**config.mk**
```make
export PLATFORM = sky130hd
export DESIGN_NAME = hilo_disp_scan_flat
export DESIGN_NICKNAME = d
export VERILOG_FILES = /design/src/rtl/hilo_disp_scan_if.sv /design/src/rtl/hilo_disp_scan.sv /design/src/flat_wrapper.sv
export SDC_FILE = /design/constraint.sdc
export NUM_CORES = 1
export LEC_CHECK = 0
export ABC_AREA = 1
export BUFFER_PORTS_ARGS = -buffer_cell sky130_fd_sc_hd__buf_2
export CELL_PAD_IN_SITES_DETAIL_PLACEMENT = 2
export CELL_PAD_IN_SITES_GLOBAL_PLACEMENT = 2
export CORE_ASPECT_RATIO = 0.75
export CORE_MARGIN = 10
export CORE_UTILIZATION = 34
export DETAILED_ROUTE_END_ITERATION = 7
export PLACE_DENSITY = 0.86
export SLEW_MARGIN = 20
export SYNTH_ARGS = -nofsm -noshare
export SYNTH_HDL_FRONTEND = slang
export SYNTH_SLANG_ARGS = --single-unit
```
**constraint.sdc**
```tcl
create_clock -name clk -period 2.5 [get_ports clk]
set_input_delay 0.5 -clock clk [delete_from_list [all_inputs] [get_ports clk]]
set_output_delay 0.5 -clock clk [all_outputs]
set_load 0.01 [all_outputs]
```
**src/rtl/hilo_disp_scan_if.sv**
```systemverilog
`default_nettype none
// ============================================================================
// Module  : hilo_disp_scan_if
// Brief   : Digit, control and display signals of the HI/LO display scanner.
// Revision: 1.0 - initial release
// ============================================================================
interface hilo_disp_scan_if;
    logic [3:0] HW_dig3;
    logic [3:0] HW_dig2;
    logic [3:0] HW_dig1;
    logic [3:0] HW_dig0;
    logic       auto_en;
    logic       hilo_btn;
    logic       blank_lz;
    logic       HILO_sel;
    logic [3:0] an;
    logic [6:0] seg;
    logic       dp;
    logic       frame_tick;

    modport master (
        output HW_dig3, HW_dig2, HW_dig1, HW_dig0,
        output auto_en, hilo_btn, blank_lz,
        input  HILO_sel, an, seg, dp, frame_tick
    );

    modport slave (
        input  HW_dig3, HW_dig2, HW_dig1, HW_dig0,
        input  auto_en, hilo_btn, blank_lz,
        output HILO_sel, an, seg, dp, frame_tick
    );
endinterface
`default_nettype wire

```
**src/rtl/hilo_disp_scan.sv**
```systemverilog
`default_nettype none
// ============================================================================
// Module  : hilo_disp_scan
// Brief   : Four-digit seven-segment scanner with frame snapshot and HI/LO select.
// Revision: 1.0 - initial release
// ============================================================================
module hilo_disp_scan #(
    parameter int REFRESH_DIV = 50000,
    parameter int HILO_FRAMES = 256
) (
    input  wire logic        clk,
    input  wire logic        rst,
    hilo_disp_scan_if.slave  bus
);

    localparam int c_PCNT_W = (REFRESH_DIV > 1) ? $clog2(REFRESH_DIV) : 1;
    localparam int c_FCNT_W = (HILO_FRAMES > 1) ? $clog2(HILO_FRAMES) : 1;
    localparam logic [c_PCNT_W-1:0] c_PCNT_MAX = c_PCNT_W'(REFRESH_DIV - 1);
    localparam logic [c_FCNT_W-1:0] c_FCNT_MAX = c_FCNT_W'(HILO_FRAMES - 1);

    logic [c_PCNT_W-1:0] r_pcnt;
    logic [1:0]          r_idx;
    logic [c_FCNT_W-1:0] r_fcnt;
    logic [3:0]          r_snap [4];
    logic                r_btn;
    logic                r_hilo_sel;
    logic [3:0]          r_an;
    logic [6:0]          r_seg;
    logic                r_dp;
    logic                r_frame_tick;

    logic                w_tick;
    logic                w_frame_end;
    logic                w_btn_rise;
    logic                w_auto_hit;
    logic [3:0]          w_blank;
    logic [3:0]          w_digit;
    logic [6:0]          w_seg;

    assign w_tick      = (r_pcnt == c_PCNT_MAX);
    assign w_frame_end = w_tick && (r_idx == 2'd3);
    assign w_btn_rise  = bus.hilo_btn && !r_btn;
    assign w_auto_hit  = w_frame_end && bus.auto_en && (r_fcnt == c_FCNT_MAX);

    // A digit is blanked only when it and every more significant digit are zero.
    assign w_blank[3] = bus.blank_lz && (r_snap[3] == 4'h0);
    assign w_blank[2] = w_blank[3] && (r_snap[2] == 4'h0);
    assign w_blank[1] = w_blank[2] && (r_snap[1] == 4'h0);
    assign w_blank[0] = 1'b0;

    assign w_digit = r_snap[r_idx];

    always_comb begin
        w_seg = 7'b1111111;
        case (w_digit)
            4'h0: w_seg = 7'b1000000;
            4'h1: w_seg = 7'b1111001;
            4'h2: w_seg = 7'b0100100;
            4'h3: w_seg = 7'b0110000;
            4'h4: w_seg = 7'b0011001;
            4'h5: w_seg = 7'b0010010;
            4'h6: w_seg = 7'b0000010;
            4'h7: w_seg = 7'b1111000;
            4'h8: w_seg = 7'b0000000;
            4'h9: w_seg = 7'b0010000;
            4'hA: w_seg = 7'b0001000;
            4'hB: w_seg = 7'b0000011;
            4'hC: w_seg = 7'b1000110;
            4'hD: w_seg = 7'b0100001;
            4'hE: w_seg = 7'b0000110;
            4'hF: w_seg = 7'b0001110;
            default: w_seg = 7'b1111111;
        endcase
    end

    always_ff @(posedge clk) begin
        if (rst) begin
            r_pcnt       <= '0;
            r_idx        <= 2'd0;
            r_fcnt       <= '0;
            r_snap[0]    <= 4'h0;
            r_snap[1]    <= 4'h0;
            r_snap[2]    <= 4'h0;
            r_snap[3]    <= 4'h0;
            r_btn        <= 1'b0;
            r_hilo_sel   <= 1'b0;
            r_an         <= 4'b1111;
            r_seg        <= 7'b1111111;
            r_dp         <= 1'b1;
            r_frame_tick <= 1'b0;
        end else begin
            r_pcnt <= w_tick ? '0 : r_pcnt + 1'b1;
            if (w_tick) begin
                r_idx <= r_idx + 2'd1;
            end

            if (w_frame_end) begin
                r_snap[0] <= bus.HW_dig0;
                r_snap[1] <= bus.HW_dig1;
                r_snap[2] <= bus.HW_dig2;
                r_snap[3] <= bus.HW_dig3;
            end
            r_frame_tick <= w_frame_end;

            // Button edge and auto toggle in the same cycle merge into one toggle.
            r_btn <= bus.hilo_btn;
            if (w_btn_rise || w_auto_hit) begin
                r_hilo_sel <= !r_hilo_sel;
            end

            if (!bus.auto_en || w_btn_rise || w_auto_hit) begin
                r_fcnt <= '0;
            end else if (w_frame_end) begin
                r_fcnt <= r_fcnt + 1'b1;
            end

            if (w_blank[r_idx]) begin
                r_an  <= 4'b1111;
                r_seg <= 7'b1111111;
            end else begin
                r_an  <= ~(4'b0001 << r_idx);
                r_seg <= w_seg;
            end
            r_dp <= !((r_idx == 2'd3) && r_hilo_sel);
        end
    end

    assign bus.HILO_sel   = r_hilo_sel;
    assign bus.an         = r_an;
    assign bus.seg        = r_seg;
    assign bus.dp         = r_dp;
    assign bus.frame_tick = r_frame_tick;

endmodule
`default_nettype wire

```
**src/flat_wrapper.sv**
```systemverilog
// flat-port wrapper written by rule: the top's interface ports become plain ports
module hilo_disp_scan_flat 
#(
    parameter int REFRESH_DIV = 50000,
    parameter int HILO_FRAMES = 256
)
  (clk, rst, bus_HW_dig3, bus_HW_dig2, bus_HW_dig1, bus_HW_dig0, bus_auto_en, bus_hilo_btn, bus_blank_lz, bus_HILO_sel, bus_an, bus_seg, bus_dp, bus_frame_tick);
  hilo_disp_scan_if bus_i ();
  input  wire logic clk;
  input  wire logic rst;
  input wire logic [$bits(bus_i.HW_dig3)-1:0] bus_HW_dig3;
  input wire logic [$bits(bus_i.HW_dig2)-1:0] bus_HW_dig2;
  input wire logic [$bits(bus_i.HW_dig1)-1:0] bus_HW_dig1;
  input wire logic [$bits(bus_i.HW_dig0)-1:0] bus_HW_dig0;
  input wire logic [$bits(bus_i.auto_en)-1:0] bus_auto_en;
  input wire logic [$bits(bus_i.hilo_btn)-1:0] bus_hilo_btn;
  input wire logic [$bits(bus_i.blank_lz)-1:0] bus_blank_lz;
  output wire logic [$bits(bus_i.HILO_sel)-1:0] bus_HILO_sel;
  output wire logic [$bits(bus_i.an)-1:0] bus_an;
  output wire logic [$bits(bus_i.seg)-1:0] bus_seg;
  output wire logic [$bits(bus_i.dp)-1:0] bus_dp;
  output wire logic [$bits(bus_i.frame_tick)-1:0] bus_frame_tick;
  assign bus_i.HW_dig3 = bus_HW_dig3;
  assign bus_i.HW_dig2 = bus_HW_dig2;
  assign bus_i.HW_dig1 = bus_HW_dig1;
  assign bus_i.HW_dig0 = bus_HW_dig0;
  assign bus_i.auto_en = bus_auto_en;
  assign bus_i.hilo_btn = bus_hilo_btn;
  assign bus_i.blank_lz = bus_blank_lz;
  assign bus_HILO_sel = bus_i.HILO_sel;
  assign bus_an = bus_i.an;
  assign bus_seg = bus_i.seg;
  assign bus_dp = bus_i.dp;
  assign bus_frame_tick = bus_i.frame_tick;
  hilo_disp_scan #(.REFRESH_DIV(REFRESH_DIV), .HILO_FRAMES(HILO_FRAMES)) u_core (.clk(clk), .rst(rst), .bus(bus_i));
endmodule
```
==> impl_results.md <==
* Endpoint arrival time on the critical path at 1920 ps
* Final Hold Fails at 0
* Wire length per cell at 16.39 µm
* Critical path's slowest cell: dfxtp_1
* Slew of the pin with the lowest slew margin at 402.6 ps
* First-pass GRT wire length at 14010 µm
* Simple-gate area share of the yosys netlist at 28.67%
* Post-Synthesis Net Count at 402
* Nets at 445
* Slew Viols, Final at 0
* CTS Sinks at 59
* Hold Path Class: input port to register
* Worst ir drop on vdd at 261.0 µV
* Seq/Total Area, Yosys at 46.71%
* Post-synth ARST share at 0%
* Area Growth Syn to Fin at 19.08%
* Synth Area per Inst at 7.782 µm²
* Vias at 2522
* Critical path endpoint category: register
* Setup TNS at 0 ps
* Final setup vio count at 0
* Finished Cell Area at 0.003420 mm²
* Drt via density at 4.831
* Cell variety after synth at 29
* Post-synth EDFFs at 16
* Grt total ovfl at 0
* GRT Total Usage at 13.64%
* Post_cts resized at 0
* Cell Area, Placed at 0.003154 mm²
* Max incr delay on CP at 350 ps
* DRC violations left at 0
* Static leakage at 1.511 nW
* Required time of the worst setup path at 2520 ps
* Crit Path Max Fanout at 16
* Syn. warnings at 0
* Cell with the most instances after synthesis: nand2_1
* Post-route antenna net violation count at 0
* Predominant post-synthesis flop cell: dfxtp_1
* Core area at 0.008058 mm²
* Final min period at 1905 ps
* Fmax at 0.5250 GHz
* Post-Synth Adder-Cell Area at 5.229%
* Max Buffers Root-to-Sink at 2
* CTS tree: done
* Max-Cap Viols at 0
* Die ar. at 0.01256 mm²
* RSZ-0062 raised after global routing: false
* Top cells by area, synth: dfxtp_1, edfxtp_1, nand2_1
* Commonest cells post-synth: nand2_1, inv_1, nor2_1
* Clk_skew at 6.500 ps
* Most used cell, CP: nand3_2
* Initial antenna violation count at 0
* Largest net degree at the start of global routing at 18
* Clock transition at path regs at 50 ps
* Final GP Congestion at 0.8130
* Critical path class: register to register
* Post-CTS Hold Buffers at 0
* Pre-CTS setup slack at 593.9 ps
* Num ports at 35
* Row cnt at 28
* Setup ws final at 595.2 ps
* Drt first-iter violations at 75
* Clock latency at the later pin of the worst-skew pair at 330 ps
* DR pass1 iterations at 4
* Final period util at 76.19%
* H-tree levels at 3
* Die Wd at 126.1 µm
* Outcome: finished, final reports clean
* Mux cell area share after synthesis at 0%
* Sequence of cells on the critical path: ha_1, nand3_2, nor2_1, nand3_2, nand2_1, buf_4
* Post-DP HPWL at 6192 µm
* Die height at 99.59 µm
* Initial core utilization at 35.64%
* Post-synth top area share at 29.98%
* Gate Count Post-Synth at 369
* Yosys top cell by area: dfxtp_1
* # Post-CTS Setup Buffers at 0
* Synth Area in Compound Gates at 6.972%
* Number of diodes at 0
* Vias in the first global route at 2773
* Share of cells above drive strength 1 at 17.99%
* CTS root buf: clkbuf_16
* Port buffer count at 34
* Final wirelength at 8558 µm
* TritonCTS buffer count at 9
* Crit path launch type: register
* Largest family of logic cells by synthesized area: simple AND/OR/NAND/NOR gates
* Synth Register Bits at 59
* Xor-xnor portion of the synthesized cell area at 2.745%
* P per Cell Area at 667.7 mW/mm²
* Mapped cell area at 0.002872 mm²
* Slew margin rel. at 73.10%
[state kept, by name (all words and copies together), names as in the netlist, named ones only]
register	flops
u_core.r_snap	16
u_core.r_pcnt	16
u_core.bus.frame_tick	1
u_core.r_fcnt	8
u_core.r_idx	2
u_core.r_btn	1
u_core.bus.HILO_sel	1
u_core.bus.dp	1
u_core.bus.seg	7
u_core.bus.an	4
[worst paths after layout]
kind                                     from                                end  slack, ps  depth (start not counted)
min reg2reg  u_core.bus.HILO_sel$_SDFFE_PP0P_           u_core.bus.dp$_SDFF_PP1_        440                          1
min                                       rst            u_core.r_btn$_SDFF_PP0_        400                          2
max               u_core.r_pcnt[0]$_SDFF_PP0_  u_core.r_snap[0][2]$_SDFFCE_PN0P_        600                          6
max reg2reg       u_core.r_pcnt[0]$_SDFF_PP0_  u_core.r_snap[0][2]$_SDFFCE_PN0P_        600                          6
[cell usage in the layout (no fill, tap or decap), drive strengths merged]
cell    synthesis  routed
nand2          81      81
inv            65      65
nor2           65      65
dfxtp          43      43
buf             3      36
nand3          26      26
o21ai          17      17
edfxtp         16      16
a21oi          13      13
clkbuf          1      13
ha             12      12
xor2            7       7
nor3            5       5
nand4           4       4
clkinv          0       3
o211ai          2       2
o21a            2       2
or2             2       2
xnor2           2       2
a31oi           2       2
a211oi          1       1
[worst max-delay path: cells and delay by family (launching register included)]
| family | cells | cell delay (ps) |
|---|---|---|
| buffers and inverters | 1 | 250 |
| DFF | 1 | 350 |
| adders and majority gates | 1 | 210 |
| and+or+nand+nor | 4 | 760 |
[kinds of logic after synthesis]
kind of cell	Yosys count
DFF	59
AOI/OAI and AO/OA	37
adders and majority gates	12
xor gates and xnor gates	9
buffers and inverters	69
and+or+nand+nor	183
[cell type report]
type / instances / area, µm²
fill: 934 / 4638
clock inverter: 3 / 15.01
multi-input combinational: 241 / 1252
clock buffer: 13 / 250.2
timing repair buffer: 36 / 185.2
tap: 105 / 131.4
inverter: 65 / 244.0
sequential: 59 / 1341
[per-stage QoR]
stage / hold WS [ps] / std cells / util [%] / total power [mW]
6_report: 402.5 / 522 / 42.44 / 2.283
3_3_place_gp: 431.3 / 506 / 39.15 / 1.167
2_1_floorplan: 417.8 / 369 / - / 1.116
3_5_place_dp: 438.9 / 506 / 39.15 / 1.177
5_1_grt: 410.7 / 522 / 42.44 / 2.373
4_1_cts: 399.6 / 522 / 42.44 / 2.304
[metal layers]
metal	share of wire, %	track usage [%]
met1	47	16.28
met2	48	22.98
met3	4.2	3.607
met4	1.3	5.240
met5	0	0
[where the power goes]
| group | leakage, nW | internal (mW) | switching, mW |
|---|---|---|---|
| combinational | 0.875 | 0.0475 | 0.0848 |
| sequential | 0.502 | 1.01 | 0.0158 |
| clock | 0.133 | 0.693 | 0.431 |
No activity file was read; power rests on OpenSTA's default activity.
